`src/rtl/rename_rat.sv`:
```
// Register alias table for the rename stage: looks up producer ROB tags for rs1/rs2,
// allocates the ROB tail as the rd tag and presents a registered result to dispatch.
module rename_rat #(
    parameter int NUM_REGS      = 32,
    parameter int ROB_IDX_WIDTH = 5
) (
    input  logic                     clk,
    input  logic                     rst,
    input  logic                     dec_valid,
    input  logic [4:0]               dec_rs1_addr,
    input  logic [4:0]               dec_rs2_addr,
    input  logic [4:0]               dec_rd_addr,
    input  logic                     dec_regf_we,
    output logic                     dec_ready,
    input  logic [ROB_IDX_WIDTH-1:0] rob_tail_idx,
    input  logic                     rob_full,
    output logic                     rob_alloc,
    output logic                     dis_valid,
    input  logic                     dis_accept,
    output logic [ROB_IDX_WIDTH-1:0] dis_rd_rob_idx,
    output logic [ROB_IDX_WIDTH-1:0] dis_rs1_rob_idx,
    output logic [ROB_IDX_WIDTH-1:0] dis_rs2_rob_idx,
    output logic                     dis_rs1_ready,
    output logic                     dis_rs2_ready,
    input  logic                     commit_valid,
    input  logic [4:0]               commit_rd_addr,
    input  logic [ROB_IDX_WIDTH-1:0] commit_rob_idx,
    input  logic                     flush
);

    logic                     busy [NUM_REGS];
    logic [ROB_IDX_WIDTH-1:0] tag  [NUM_REGS];

    logic                     out_adv;
    logic                     fire;
    logic                     ren_we;
    logic                     cmt_clr;
    logic                     rs1_ready;
    logic                     rs2_ready;
    logic [ROB_IDX_WIDTH-1:0] rs1_tag;
    logic [ROB_IDX_WIDTH-1:0] rs2_tag;

    // Handshakes: a transfer happens on a cycle where valid & ready are both high;
    // valid never depends on ready, and a presented dis_* result holds until accepted.
    assign out_adv   = !dis_valid || dis_accept;
    assign dec_ready = rst && !flush && !rob_full && out_adv;
    assign fire      = dec_valid && dec_ready;
    assign rob_alloc = fire;

    // Lookups read the table before this edge's writes, so rs == rd sees the old mapping.
    assign rs1_ready = !busy[dec_rs1_addr] || (dec_rs1_addr == 5'd0);
    assign rs2_ready = !busy[dec_rs2_addr] || (dec_rs2_addr == 5'd0);
    assign rs1_tag   = rs1_ready ? '0 : tag[dec_rs1_addr];
    assign rs2_tag   = rs2_ready ? '0 : tag[dec_rs2_addr];

    assign ren_we  = fire && dec_regf_we && (dec_rd_addr != 5'd0);
    assign cmt_clr = commit_valid && (commit_rd_addr != 5'd0) && busy[commit_rd_addr]
                     && (tag[commit_rd_addr] == commit_rob_idx);

    // A rename to the same register as a commit wins, keeping the entry busy with the new tag.
    always_ff @(posedge clk) begin
        for (int i = 0; i < NUM_REGS; i++) begin
            if (!rst || flush) begin
                busy[i] <= 1'b0;
                tag[i]  <= '0;
            end else if (ren_we && (dec_rd_addr == 5'(i))) begin
                busy[i] <= 1'b1;
                tag[i]  <= rob_tail_idx;
            end else if (cmt_clr && (commit_rd_addr == 5'(i))) begin
                busy[i] <= 1'b0;
            end
        end
    end

    always_ff @(posedge clk) begin
        if (!rst || flush) begin
            dis_valid       <= 1'b0;
            dis_rd_rob_idx  <= '0;
            dis_rs1_rob_idx <= '0;
            dis_rs2_rob_idx <= '0;
            dis_rs1_ready   <= 1'b0;
            dis_rs2_ready   <= 1'b0;
        end else if (out_adv) begin
            dis_valid <= fire;
            if (fire) begin
                dis_rd_rob_idx  <= rob_tail_idx;
                dis_rs1_rob_idx <= rs1_tag;
                dis_rs2_rob_idx <= rs2_tag;
                dis_rs1_ready   <= rs1_ready;
                dis_rs2_ready   <= rs2_ready;
            end
        end
    end

endmodule

```
`config.mk`:
```
export PLATFORM = sky130hd
export DESIGN_NAME = rename_rat
export DESIGN_NICKNAME = d
export VERILOG_FILES = /design/src/rtl/rename_rat.sv
export SDC_FILE = /design/constraint.sdc
export NUM_CORES = 1
export LEC_CHECK = 0
export CAP_MARGIN = 10
export CORE_ASPECT_RATIO = 0.6
export CORE_MARGIN = 2
export CORE_UTILIZATION = 50
export CTS_BUF_LIST = sky130_fd_sc_hd__clkbuf_16
export DETAILED_ROUTE_END_ITERATION = 8
export PLACE_DENSITY_LB_ADDON = 0.2
export RECOVER_POWER = 100
export SYNTH_ARGS = -nofsm -noshare
export SYNTH_HDL_FRONTEND = slang
export SYNTH_SLANG_ARGS = --single-unit
```
`constraint.sdc`:
```
create_clock -name clk -period 3.88 [get_ports clk]
set_input_delay 0.776 -clock clk [delete_from_list [all_inputs] [get_ports clk]]
set_output_delay 0.776 -clock clk [all_outputs]
set_load 0.02 [all_outputs]
```
==> results.ini <==
[outcome]
status=completed

[power]
peakVddDrop_uv=275
p_leak_uw=0.00520
power_density_nw_per_um2=374

[clock_tree]
cts_tree=built
cts_root_buffer=clkbuf_16
cts_made_buffers=22
cts_resized=0
htree_num_levels=1
clk_pin_slew_ns=0.06
post_cts_buffers=0
clock_sinks=210
clk_path_buf_depth=3
holdBufCountCts=0
clk-insertion-delay-late_ns=0.54

[synthesis]
synth_commonest_cells=edfxtp_1 (192), and2_1 (156), mux4_2 (154), nor2_1 (61), clkbuf_1 (45)
ys_seq_elements=210
yosysMostFrequentCell=edfxtp_1
async_flop_share_pct=0
yosysWarnings=0
synth_top_area_share_pct=43.8
synth_cells=933
yosysUniqueCellTypes=46
synth-edff-count=192
postSynthAreaPerCell_um2=14.1
synth_flop_cell=edfxtp_1
syn_area_um2=13200
ys_seq_area_share_pct=46.6
synth_area_leader_cell=edfxtp_1
synthTopCellsByArea=edfxtp_1 (44%), mux4_2 (26%), and2_1 (7.4%), dfxtp_1 (2.7%), mux2i_1 (2.2%)

[placement]
place_area_um2=14500
io_buffers=57
hpwl_um=32600
place_congestion=1.00

[sta]
max_freq_mhz=280
setup_viol=0
rsz0062_at_grt=no
worst_pin_slew_ns=1.36
min_period_ns=3.57
hold_violations=0
slew_headroom_pct=9.08
fin_tns_setup_ns=0
slew_violations=0
fin_worst_skew_ns=0.0102
finalCritPeriodShare_pct=92.0

[cells_and_area]
finalNetCount=1051
final_area_um2=15000
drive_above_1_share_pct=25.5
syn2layout_area_growth_pct=13.8

[floorplanning]
die_w_um=213
ios=58
die_h_um=130
core_um2=25600
rows=45
dieArea_um2=27700
start_util_pct=51.5

[drt]
drtIter0Drc=1470
drc_errors=0
ant_nets=0
via_count=9460
wire_per_inst_um=31.8
drt_pass1_iterations=9
totalWireLength_um=44000
vias_per_cell=6.85

[global_routing]
grt_use_total_pct=33.0
grt_pass1_wl_um=63600
grt_pass1_vias=8757
grt_max_degree=55
antenna_found_initial=2
overflow=0

[critical_path]
crit_top_cell=dlygate4sd3_1
startpoint_type=input pin
path_cells=dlygate4sd3_1, nand2b_2, nor3_2, nand2_1, inv_1, dlygate4sd3_1
crit_slowest_cell=dlygate4sd3_1
reg2reg_slack_ns=0.92
worstPathMaxFanout=5
worstSetupPathType=input pin to output port
critPathRequiredTime_ns=3.10
r2r_cells=7
crit_arrival_ns=2.79
rr_startpoint=tag[6][3]$_SDFFCE_PN0P_
reg2reg_to=busy[12]$_SDFFCE_PP0P_
max_stage_delay_ns=0.73
worst_setup_path_end_kind=output port

[hold_path]
worstHoldStart=dis_rd_rob_idx[4]$_SDFFE_PP0P_
hold_end=dis_rd_rob_idx[4]$_SDFFE_PP0P_
hp-class=flop to flop
holdPathStages=2

[job]
cap_violations=0

## registers in the layout, indices dropped and copies added (netlist names)
| name | cells |
|---|---|
| dis_rs1_rob_idx | 5 |
| dis_rs2_rob_idx | 5 |
| dis_rd_rob_idx | 5 |
| busy | 32 |
| dis_valid | 1 |
| dis_rs2_ready | 1 |
| dis_rs1_ready | 1 |
| tag | 160 |
## through the flow
stage | setup WS [ns] | hold WS [ns] | instances | total power (uW) | utilization (%)
floorplan | 0.745 | 0.535 | 938 | 3260 | -
global placement | 0.193 | 0.442 | 1341 | 3630 | 56.7
detailed placement | 0.142 | 0.446 | 1341 | 3640 | 56.7
CTS | 0.504 | 0.455 | 1380 | 5590 | 59.2
global route | 0.213 | 0.464 | 1380 | 5730 | 58.6
finish | 0.310 | 0.451 | 1381 | 5600 | 58.6
## layer usage
layer  up-vias  global-route usage, %  wire length, um
met2       798                   43.5            17200
met5         -                      0                0
met4         0                   4.62              645
met3        53                   12.2             7320
met1      4776                   52.6            18800
li1       3833                      -                -
## layout by cell type (no fill, tap or decap), types with 9 or more instances in the layout
cell type	instances
a21oi_1	10
a22oi_1	20
and2_0	90
and2_1	66
buf_12	11
buf_4	33
clkbuf_1	32
clkbuf_16	23
clkdlybuf4s50_1	28
dfxtp_1	18
dlygate4sd3_1	21
edfxtp_1	192
inv_1	17
mux2_2	12
mux2i_1	29
mux4_2	154
nand2_1	21
nand2b_1	9
nand4_1	14
nand4b_1	11
nor2_1	61
nor3_1	22
o21bai_1	23
or2_0	21
## final cells by class
class / instances / area (um2)
Sequential cell: 210 / 6130
Clock buffer: 23 / 576
Fill cell: 2049 / 10600
Timing Repair Buffer: 133 / 1130
Inverter: 9 / 33.8
Multi-Input combinational cell: 637 / 6600
Tap cell: 352 / 440
Antenna cell: 1 / 2.50
Clock inverter: 16 / 66.3
## worst max path at each step
stage | cells past startpoint | endpoint | from | slack, ns
after floorplan | 9 | tag[20][0]$_SDFFCE_PN0P_ | flush | 0.74
after global placement | 11 | busy[16]$_SDFFCE_PN0P_ | commit_rd_addr[2] | 0.19
after detailed placement | 11 | busy[16]$_SDFFCE_PN0P_ | commit_rd_addr[2] | 0.14
after CTS | 6 | rob_alloc | flush | 0.50
after global routing | 10 | busy[3]$_SDFFCE_PP0P_ | flush | 0.21
final | 6 | rob_alloc | flush | 0.31
## logic make-up (layout without fill, tap and decap cells)
| logic type | after synthesis | after routing | synth area share, % |
|---|---|---|---|
| AOI/OAI and AO/OA | 85 | 85 | 5.05 |
| xor gates and xnor gates | 5 | 5 | 0.533 |
| buffers and inverters | 91 | 181 | 3.22 |
| DFF | 210 | 210 | 46.6 |
| muxes | 195 | 195 | 29.6 |
| other | 1 | 7 | 0.0285 |
| and+or+nand+nor | 346 | 346 | 15.0 |
## worst max-delay path: cells and delay by family
kind                   cells  cell delay [ns]
buffers and inverters      3             1.55
and+or+nand+nor            3             0.46
## power by group
part / total [uW] / internal, uW / switching [uW] / leakage [uW]
Clock: 1980 / 1060 / 918 / 0.000349
Sequential: 2680 / 2580 / 104 / 0.00223
Combinational: 939 / 425 / 513 / 0.00262
(Power assumes the default switching activity.)
==> RTL change, RTL diff (same settings) <==
`NUM_REGS`: 32 -> 64.
--- a/src/rtl/rename_rat.sv
+++ b/src/rtl/rename_rat.sv
@@ -1,7 +1,7 @@
 // Register alias table for the rename stage: looks up producer ROB tags for rs1/rs2,
 // allocates the ROB tail as the rd tag and presents a registered result to dispatch.
 module rename_rat #(
-    parameter int NUM_REGS      = 32,
+    parameter int NUM_REGS      = 64,
     parameter int ROB_IDX_WIDTH = 5
 ) (
     input  logic                     clk,
Check against the original RTL: not settled (the Yosys comparison gave no result); the edit may change what the design does.
==> RTL change against the unedited design <==
- design area down 0.98%
- cell count up 1.8%
- register-to-register slack worse by 0.08 ns
- area after synthesis down 0.17%
- wire length up 3.2%
- setup slack worse by 0.048 ns
- first-iteration DRC count up 6.0%
- die area down 0.17%
- global-route usage up 0.64 points
- total power about the same
- via count up 1.0%
- sequential cell count down 1
- non-clock buffer count down 10
- critical endpoint is now busy[24]
- largest cell class unchanged
- highest routed layer is now met5
==> RTL change: results <==
group,metric,value,unit
synthesis,synth-warning-count,0,
layout,num-fill-cells,2112,
timing,finalClockSkew,0.01485,ns
cts,post_cts_resized,0,
routing,dr.pass1.iters,5,
power,p_leak,5.350,nW
routing,routedWlPerCell,32.25,um
cts,numCtsBuffers,21,
routing,drtIter0Drc,1558,
timing,worstMarginPinSlew,1.256,ns
cts,insertion_delay,0.52,ns
cts,cts_hold_buf,0,
outcome,status,"finished, final reports clean",
routing,vias,9557,
layout,layout.nets,1078,
placed_design,post-place-ws,-0.1361,ns
cts,path_clk_slew,0.07,ns
setup_path,crit_fanout,13,
placed_design,dp_hpwl,33410,um
placed_design,routabilityCongestion,1.030,
timing,setup_viol,0,
synthesis,synth.distinct_cells,49,
layout,drive_above_1_share,25.74,%
global_route,grt_pass1_wl,64510,um
synthesis,synth_edf_count,191,
power,peakVddDrop,0.0002502,V
synthesis,ys_seq_area_share,46.42,%
synthesis,synth_async_sr_flop_share,0,%
placed_design,io_buffers,57,
hold_path,holdCritPathClass,"flop to flop",
global_route,grt_max_degree,55,
cts,root_buffer,"clkbuf_16",
global_route,antenna_found_initial,3,
global_route,grt_pass1_vias,8799,
global_route,grt.total_usage,33.61,%
cts,post_cts_buffers,0,
layout,top_regs,"tag x160, busy x31",
cts,clk_path_buf_depth,3,
synthesis,ys_top_cells_by_area,"edfxtp_1 (44%), mux4_2 (21%), and2_1 (7.5%), mux2i_1 (6.4%), dfxtp_1 (2.7%)",
cts,cts_max_level,1,
synthesis,synth_common_cells,"edfxtp_1 (191), and2_1 (158), mux4_2 (123)",
## RTL change: stage by stage
step	TNS (ns)	utilization [%]	std cells	hold WS (ns)	area, sq um
floorplan	0	-	980	0.5345	13150
global placement	-0.7638	55.92	1369	0.4419	14300
detailed placement	-0.8182	55.92	1369	0.4469	14300
CTS	0	58.47	1405	0.4565	14950
global route	0	57.98	1405	0.4756	14820
finish	0	57.99	1406	0.4497	14820
## RTL change: worst paths after layout
check                                  startpoint           endpoint  slack [ns]  cells after the start
worst min register to register  dis_rd_rob_idx[3]  dis_rd_rob_idx[3]        0.45                      2
worst min-delay path            dis_rd_rob_idx[3]  dis_rd_rob_idx[3]        0.45                      2
worst max-delay path            commit_rd_addr[3]           busy[24]        0.26                     10
worst max register to register          dis_valid           busy[10]        0.84                      9
## RTL change: logic make-up (layout without fill, tap and decap cells)
| logic type | Yosys count | after routing | synth area share (%) |
|---|---|---|---|
| other | 1 | 6 | 0.02856 |
| buffers and inverters | 87 | 160 | 3.516 |
| DFF | 209 | 209 | 46.42 |
| muxes | 223 | 223 | 28.87 |
| AOI/OAI and AO/OA | 98 | 98 | 5.612 |
| xor gates and xnor gates | 5 | 5 | 0.3336 |
| and+or+nand+nor | 353 | 353 | 15.22 |
## RTL change: layout make-up
cell class / instances / area (sq um) / share of cell area, %
Clock inverter: 14 / 101.3 / 0.6837
Antenna cell: 1 / 2.502 / 0.01688
Sequential cell: 209 / 6096 / 41.12
Multi-Input combinational cell: 684 / 6570 / 44.32
Inverter: 1 / 3.754 / 0.02532
Tap cell: 352 / 440.4 / 2.971
Timing Repair Buffer: 123 / 1060 / 7.149
Clock buffer: 22 / 550.5 / 3.714
## RTL change: power by group
part,switching (mW),total (mW),internal (mW)
sequential,0.104,2.67,2.56
combinational,0.516,0.922,0.406
clock,0.916,2.01,1.10
total,1.54,5.60,4.07
## RTL change: worst max-delay path, cell delays in order
cell and delay (ns):
dlygate4sd3_1 0.91, buf_4 0.31, a211oi_1 0.10, a2111oi_0 0.56, buf_4 0.21, a31oi_1 0.04
nand3_1 0.09, xor2_1 0.08, or3_1 0.50, o21bai_1 0.24
## RTL change: per-layer routing
metal / vias to the layer above / track usage (%) / part of all wire [%]
li1: 3930 / - / -
met1: 4871 / 54.40 / 44
met2: 684 / 45.43 / 40
met3: 70 / 9.161 / 14
met4: 2 / 5.106 / 1.8
met5: - / 0 / 0.029
